**src/rtl/operand_register_multibyte.sv**
```systemverilog
`default_nettype none
// ============================================================================
// Module   : operand_register_multibyte
// Brief    : Assembles a multi-byte operand from successive data-bus bytes.
//            Tracks progress with a byte counter and a valid flag, and
//            zero-extends operands that are terminated early with L_LAST.
//            Drives the ALU (low byte), the PC (full operand) and a
//            byte-selectable bus readback.
// Revision : 1.0 - initial release
// ============================================================================
module operand_register_multibyte #(
  parameter int                       BUS_W      = 8,
  parameter int                       BYTES      = 2,
  parameter bit                       BIG_ENDIAN = 1'b0,
  parameter logic [BYTES*BUS_W-1:0]   RESET_VAL  = '0,
  localparam int                      c_OP_W     = BYTES * BUS_W,
  localparam int                      c_SEL_W    = (BYTES > 1) ? $clog2(BYTES) : 1,
  localparam int                      c_CNT_W    = $clog2(BYTES + 1)
) (
  input  logic               CLK,
  input  logic               RST,
  input  logic [BUS_W-1:0]   dataBusIn,
  input  logic               L_OR,
  input  logic               L_LAST,
  input  logic               CLR_OR,
  input  logic               E_OR,
  input  logic [c_SEL_W-1:0] RD_SEL,
  output logic [BUS_W-1:0]   databusOut,
  output logic [BUS_W-1:0]   toALU,
  output logic [c_OP_W-1:0]  OR_PC,
  output logic               OR_VALID,
  output logic [c_CNT_W-1:0] OR_CNT
);

  // Assembly progress: EMPTY (nothing loaded), FILL (partial), FULL (valid).
  typedef enum logic [1:0] {
    S_EMPTY = 2'd0,
    S_FILL  = 2'd1,
    S_FULL  = 2'd2
  } state_t;

  state_t              r_state;
  logic [c_OP_W-1:0]   r_operand;
  logic [c_CNT_W-1:0]  r_cnt;
  logic                r_valid;

  int                  w_k;         // index of the byte being loaded
  int                  w_slot;      // destination slot for that byte
  int                  w_new_cnt;   // byte count after this load
  logic                w_done;      // this load completes the operand
  logic [c_OP_W-1:0]   w_base;
  logic [c_OP_W-1:0]   w_loaded;
  logic [c_OP_W-1:0]   w_next_op;
  logic [BUS_W-1:0]    w_rd;

  // Next operand value for a load strobe. A first byte (from EMPTY, or a new
  // operand started from FULL) always starts from an all-zero operand, so the
  // unfilled slots read as zero during FILL and after early completion.
  always_comb begin
    w_k       = (r_state == S_FULL) ? 0 : int'(r_cnt);
    w_slot    = (BIG_ENDIAN != 1'b0) ? (BYTES - 1 - w_k) : w_k;
    w_new_cnt = w_k + 1;
    w_done    = L_LAST || (w_new_cnt == BYTES);
    w_base    = (w_k == 0) ? '0 : r_operand;
    w_loaded  = w_base;
    for (int s = 0; s < BYTES; s++) begin
      if (s == w_slot) begin
        w_loaded[s*BUS_W +: BUS_W] = dataBusIn;
      end
    end
    w_next_op = w_loaded;
    // Big-endian bytes fill from the top slot down; an early finish leaves
    // them high, so shift them into the low slots to get the zero-extended
    // numeric value.
    if ((BIG_ENDIAN != 1'b0) && w_done && (w_new_cnt < BYTES)) begin
      w_next_op = w_loaded >> ((BYTES - w_new_cnt) * BUS_W);
    end
  end

  // Operand/assembly state machine; reset and clear dominate loads.
  always_ff @(posedge CLK or posedge RST) begin
    if (RST) begin
      r_operand <= RESET_VAL;
      r_cnt     <= '0;
      r_valid   <= 1'b0;
      r_state   <= S_EMPTY;
    end else if (CLR_OR) begin
      r_operand <= RESET_VAL;
      r_cnt     <= '0;
      r_valid   <= 1'b0;
      r_state   <= S_EMPTY;
    end else if (L_OR) begin
      r_operand <= w_next_op;
      r_cnt     <= c_CNT_W'(w_new_cnt);
      if (w_done) begin
        r_valid <= 1'b1;
        r_state <= S_FULL;
      end else begin
        r_valid <= 1'b0;
        r_state <= S_FILL;
      end
    end
  end

  // Byte-selectable readback; disabled or out-of-range selects read zero.
  always_comb begin
    w_rd = '0;
    if (E_OR) begin
      for (int s = 0; s < BYTES; s++) begin
        if (int'(RD_SEL) == s) begin
          w_rd = r_operand[s*BUS_W +: BUS_W];
        end
      end
    end
  end

  assign databusOut = w_rd;
  assign toALU      = r_operand[BUS_W-1:0];
  assign OR_PC      = r_operand;
  assign OR_VALID   = r_valid;
  assign OR_CNT     = r_cnt;

endmodule
`default_nettype wire

```
**config.mk**
```make
export PLATFORM = sky130hd
export DESIGN_NAME = operand_register_multibyte
export DESIGN_NICKNAME = d
export VERILOG_FILES = /design/src/rtl/operand_register_multibyte.sv
export SDC_FILE = /design/constraint.sdc
export NUM_CORES = 1
export LEC_CHECK = 0
export CORE_AREA = 4 4 67 69
export CTS_CLUSTER_SIZE = 40
export DETAILED_ROUTE_END_ITERATION = 6
export DIE_AREA = 0 0 71 73
export GPL_ROUTABILITY_DRIVEN = 0
export HOLD_SLACK_MARGIN = 0.1
export PLACE_DENSITY_LB_ADDON = 0.12
export SETUP_SLACK_MARGIN = 0.1
export SYNTH_ARGS = -nofsm -noshare
export SYNTH_HDL_FRONTEND = slang
export SYNTH_SLANG_ARGS = --single-unit
```
**constraint.sdc**
```tcl
create_clock -name CLK -period 2 [get_ports CLK]
set_input_delay 0.3 -clock CLK [delete_from_list [all_inputs] [get_ports CLK]]
set_output_delay 0.3 -clock CLK [all_outputs]
set_load 0.005 [all_outputs]
```
==> flow_summary.json, run 1 <==
{
  "yosys-top-cells-area": "dfrtp_1 (45%), mux2i_1 (7.2%), o32ai_1 (6.3%)",
  "synth_area_leader_cell": "dfrtp_1",
  "vias": 963,
  "die-area_um2": 5180,
  "root_buffer": "clkbuf_8",
  "synth-edff-count": 0,
  "numCtsBuffers": 3,
  "cts_sinks": 20,
  "layout_min_cycle_time_ns": 1.76,
  "start_kind": "input port",
  "finalPower_mw": 0.938,
  "path_delay_family": "buffers and inverters",
  "grt_pass1_vias": 1034,
  "synth_nets": 126,
  "ys_async_sr_fraction": 1.00,
  "synth_commonest_cells": "dfrtp_1 (20), inv_1 (11)",
  "synth_top_area_share": 0.447,
  "max_freq_mhz": 569,
  "r2r_setup_slack_ns": 0.41,
  "finalMaxSlewViolations": 0,
  "netSwitchingPower_mw": 0.245,
  "rsz0062_at_grt": "no",
  "post_cts_buffers": 0,
  "ys_seq_elements": 20,
  "drtIter0Drc": 31,
  "slowest_delay_ns": 0.52,
  "ctsHtreeMaxLevel": 1,
  "die_y_um": 73,
  "path_class": "in -> out",
  "grt-ovfl-total": 0,
  "ys_types": 26,
  "clock_power_share": 0.274,
  "ys_seq_area_frac": 0.447,
  "drt-met1-wl_um": 1300,
  "start_util": 0.286,
  "synthesis.area_um2": 1120,
  "pwr-share-seq": 0.479,
  "grt_max_degree": 21,
  "wl_met3_um": 191,
  "wl_per_cell_um": 14.8,
  "post-dp-hpwl_um": 2180,
  "end_kind": "primary output",
  "worst_slack_ns": 0.242,
  "n_fill_cell": 397,
  "io_buffers": 49,
  "holdWs_ns": 0.490,
  "tns_ns": 0,
  "cts_tree": "built",
  "diodes": 0,
  "pre_cts_slack_ns": 0.0253,
  "drv_cap": 0,
  "syn_area_per_cell_um2": 10.2,
  "period_share": 0.879,
  "die_w_um": 71,
  "wl_met2_um": 1490,
  "synthCells": 110,
  "max_slew_margin": 0.479,
  "multi_input_comb_area_um2": 465,
  "antenna_found_initial": 0,
  "yosys_most_used_dff": "dfrtp_1",
  "arrival_ns": 1.46,
  "clk_latency_ns": 0.25,
  "clock_path_buffers": 2,
  "drc": 0,
  "rows": 23,
  "core_um2": 3910,
  "worstMarginPinSlew_ns": 0.781,
  "status": "finished clean",
  "grt_pass1_wl_um": 5140,
  "crit_chain": "dlygate4sd2_1, buf_4, mux2i_1, nor2b_1, clkdlybuf4s50_1",
  "fin_nets": 171,
  "setup_viol": 0,
  "drive_gt1_frac": 0.105,
  "finalClockSkew_ns": 0.00397,
  "worst-path-max-fanout": 2,
  "cpMaxStageDelayCell": "clkdlybuf4s50_1",
  "track_usage": 0.126,
  "swShare": 0.261,
  "area_delta_synth_final_pct": 47.8,
  "intPower_mw": 0.693,
  "clk_pin_slew_ns": 0.07,
  "leakage_nw": 0.704,
  "critPathRequiredTime_ns": 1.70,
  "ir_drop_uv": 401,
  "viasPerCell": 4.74,
  "dr.pass1.iters": 4,
  "comb_power_share": 0.247,
  "pin_count": 50,
  "wirelength_um": 3010,
  "detail-route-antenna-nets": 0,
  "powerDensity_nw_per_um2": 567,
  "regArea_um2": 500,
  "post-synth-top-count-cell": "dfrtp_1",
  "hp-class": "in -> async",
  "path_buf_inv": 3,
  "final_hold_viol_count": 0,
  "dr.max_layer_used": "met4",
  "yosysWarnings": 0
}
## power groups by stage
stage          Clock, mW  Combinational (mW)  Sequential (mW)
3_3_place_gp           0               0.233            0.456
5_1_grt            0.283               0.253            0.454
6_report           0.257               0.232            0.449
4_1_cts            0.270               0.235            0.449
2_1_floorplan          0               0.120            0.455
3_5_place_dp           0               0.235            0.457
## through the flow
step / instance area, µm² / instances / utilization
6_report: 1650 / 203 / 0.422
5_1_grt: 1650 / 203 / 0.422
4_1_cts: 1650 / 203 / 0.422
3_5_place_dp: 1610 / 200 / 0.412
3_3_place_gp: 1610 / 200 / 0.412
2_1_floorplan: 1120 / 110 / -
## area by class of cell
type | instances | area share
timing repair buffer | 54 | 0.326
sequential | 20 | 0.303
clock buffer | 3 | 0.0250
multi-input combinational | 64 | 0.282
tap | 50 | 0.0379
inverter | 12 | 0.0273
## layout by cell type (no fill, tap or decap), types with 3 or more instances in the layout
master / Yosys / final
o32ai_1: 8 / 8
nand2_1: 8 / 8
o22ai_1: 8 / 8
mux2i_1: 8 / 8
nand3_1: 8 / 8
inv_1: 11 / 11
clkbuf_8: 0 / 3
nor2_1: 3 / 3
nor2b_1: 8 / 8
dfrtp_1: 20 / 20
clkdlybuf4s50_1: 0 / 47
buf_4: 8 / 4
## routing by layer
layer,up-vias,global-route usage
met2,32,0.218
met1,463,0.150
met5,-,0
met3,4,0.0372
met4,0,0.0376
li1,464,-
## timing repair
item                                    in CTS  in global routing
endpoints found under the hold margin        0                  0
resized for setup                            2                  0
hold buffers                                 0                  0
endpoints found under the setup margin       8                  0
## cell families (layout without fill, tap and decap cells)
group | count (synthesis) | after routing | share of synthesized area
AOI/OAI and AO/OA | 23 | 23 | 0.173
buffers and inverters | 26 | 69 | 0.136
DFF | 20 | 20 | 0.447
and+or+nand+nor | 32 | 32 | 0.160
adders and majority gates | 1 | 1 | 0.0112
muxes | 8 | 8 | 0.0716
## sequential cells by signal, indices dropped and copies added (netlist names)
name,cells
OR_PC,16
OR_CNT,2
r_state,2
## final timing paths
kind                            start       endpoint  depth (start not counted)
max                            RD_SEL  databusOut[4]                          5
min                               RST       OR_PC[4]                          2
min in group CLK           r_state[1]     r_state[1]                          1
max in group asynchronous         RST      OR_PC[15]                          2
max reg2reg                r_state[1]      OR_PC[15]                          6
min reg2reg                r_state[1]     r_state[1]                          1
(Power assumes the default switching activity.)
==> run 2, diff against run 1 <==
--- a/config.mk
+++ b/config.mk
@@ -12,6 +12,7 @@
 export GPL_ROUTABILITY_DRIVEN = 0
 export HOLD_SLACK_MARGIN = 0.1
 export PLACE_DENSITY_LB_ADDON = 0.12
+export REMOVE_ABC_BUFFERS = 1
 export SETUP_SLACK_MARGIN = 0.1
 export SYNTH_ARGS = -nofsm -noshare
 export SYNTH_HDL_FRONTEND = slang
==> flow_summary.json, run 2 (synthesis results as in run 1) <==
{
  "max_slew_margin": 0.702,
  "leakage_nw": 0.718,
  "intPower_mw": 0.823,
  "drv_cap": 0,
  "area_delta_synth_final_pct": 48.9,
  "viasPerCell": 4.88,
  "wirelength_um": 3070,
  "slowest_delay_ns": 0.51,
  "vias": 986,
  "status": "finished clean",
  "finalCoreUtilization": 0.426,
  "rsz0062_at_grt": "no",
  "dr.pass1.iters": 4,
  "rows": 23,
  "drive_gt1_frac": 0.0987,
  "io_buffers": 49,
  "post_cts_resized": 4,
  "track_usage": 0.126,
  "pwr-share-seq": 0.412,
  "regArea_um2": 500,
  "hp-class": "in -> async",
  "powerDensity_nw_per_um2": 655,
  "drc": 0,
  "finalMaxSlewViolations": 0,
  "drtIter0Drc": 28,
  "grt_pass1_wl_um": 5130,
  "path_buf_inv": 3,
  "setup_viol": 0,
  "final_cell_area_um2": 1670,
  "largest_reg_flops": 16,
  "swShare": 0.245,
  "crit_chain": "dlygate4sd2_1, buf_12, mux2i_1, nor2b_1, clkdlybuf4s50_1",
  "antenna_found_initial": 0,
  "clk_latency_ns": 0.26,
  "pin_count": 50,
  "multi_input_comb_area_um2": 465,
  "grt_pass1_vias": 1048,
  "die-area_um2": 5180,
  "arrival_ns": 1.45,
  "place_area_um2": 1600,
  "diodes": 0,
  "core_um2": 3910,
  "comb_power_share": 0.209,
  "clock_path_buffers": 2,
  "finalClockSkew_ns": 0.00565,
  "start_util": 0.286,
  "clock_power_share": 0.379,
  "finalPower_mw": 1.09,
  "root_buffer": "clkbuf_8",
  "regToRegStartpoint": "r_state[1]",
  "post-dp-hpwl_um": 2130,
  "period_share": 0.875,
  "numCtsBuffers": 3,
  "post_cts_buffers": 0,
  "worstMarginPinSlew_ns": 0.446,
  "n_fill_cell": 399,
  "die_y_um": 73,
  "end_kind": "primary output",
  "fin_nets": 169,
  "cts_sinks": 20,
  "start_kind": "input port",
  "final_cell_mix": "clkdlybuf4s50_1 (45), dfrtp_1 (20), inv_1 (11)",
  "layout_commonest_cell": "clkdlybuf4s50_1",
  "grt_max_degree": 21,
  "wl_per_cell_um": 15.2,
  "layout_min_cycle_time_ns": 1.75,
  "grt-ovfl-total": 0,
  "holdBufCountCts": 0,
  "path_class": "in -> out",
  "cpMaxStageDelayCell": "clkdlybuf4s50_1",
  "netSwitchingPower_mw": 0.268,
  "path_delay_family": "buffers and inverters",
  "detail-route-antenna-nets": 0,
  "max_freq_mhz": 572,
  "cts_tree": "built",
  "ir_drop_uv": 267,
  "final_hold_viol_count": 0,
  "die_w_um": 71,
  "ctsHtreeMaxLevel": 1,
  "startpoint": "RD_SEL",
  "clk_pin_slew_ns": 0.08,
  "critPathRequiredTime_ns": 1.70,
  "worst-path-max-fanout": 8
}
-- run 2: changes by cell type in the layout (fill, tap and decap cells not counted) --
cell	before	now
buf_4	4	2
clkdlybuf4s50_1	47	45
bufinv_16	0	1
dlygate4sd2_1	2	4
-- run 2: cell type report --
cell class / instances / share of cell area
clock inverters: 1 / 0.0180
repair buffers: 52 / 0.313
inverters: 12 / 0.0270
clock buffers: 3 / 0.0248
well taps: 50 / 0.0376
flip-flops and latches: 20 / 0.301
multi-input cells: 64 / 0.279
-- run 2: worst paths after layout --
| path | endpoint | cells past startpoint | slack, ns |
|---|---|---|---|
| min in group CLK | r_state[1] | 1 | 0.57 |
| min | OR_PC[2] | 3 | 0.36 |
| max reg2reg | OR_PC[14] | 6 | 0.42 |
| max | databusOut[7] | 5 | 0.25 |
| min reg2reg | r_state[1] | 1 | 0.57 |
| max in group asynchronous | OR_PC[5] | 3 | 1.42 |
-- run 2: power groups by stage --
stage | clock (mW) | combinational [mW] | sequential (mW)
after floorplan | 0 | 0.0844 | 0.457
after global placement | 0 | 0.230 | 0.456
after detailed placement | 0 | 0.234 | 0.457
after CTS | 0.421 | 0.233 | 0.449
after global routing | 0.443 | 0.249 | 0.453
final | 0.413 | 0.228 | 0.449
-- run 2: per-stage QoR --
stage	TNS, ns	instances	hold slack [ns]	setup WS (ns)
6_report	0	202	0.359	0.251
5_1_grt	0	202	0.378	0.192
2_1_floorplan	0	96	0.264	0.559
3_5_place_dp	0	198	0.560	0.00451
3_3_place_gp	-0.00664	198	0.534	-0.00664
4_1_cts	0	202	0.374	0.227
-- run 2: tightest hold or removal path, delay by kind of cell --
family,cells,cell delay [ns]
buffers and inverters,3,0.71
-- run 2: metal layers --
layer,vias to the layer above,track usage,part of all wire
met3,5,0.0289,0.074
met5,-,0,0
met1,479,0.158,0.45
li1,462,-,-
met4,0,0.0501,0.017
met2,40,0.209,0.46
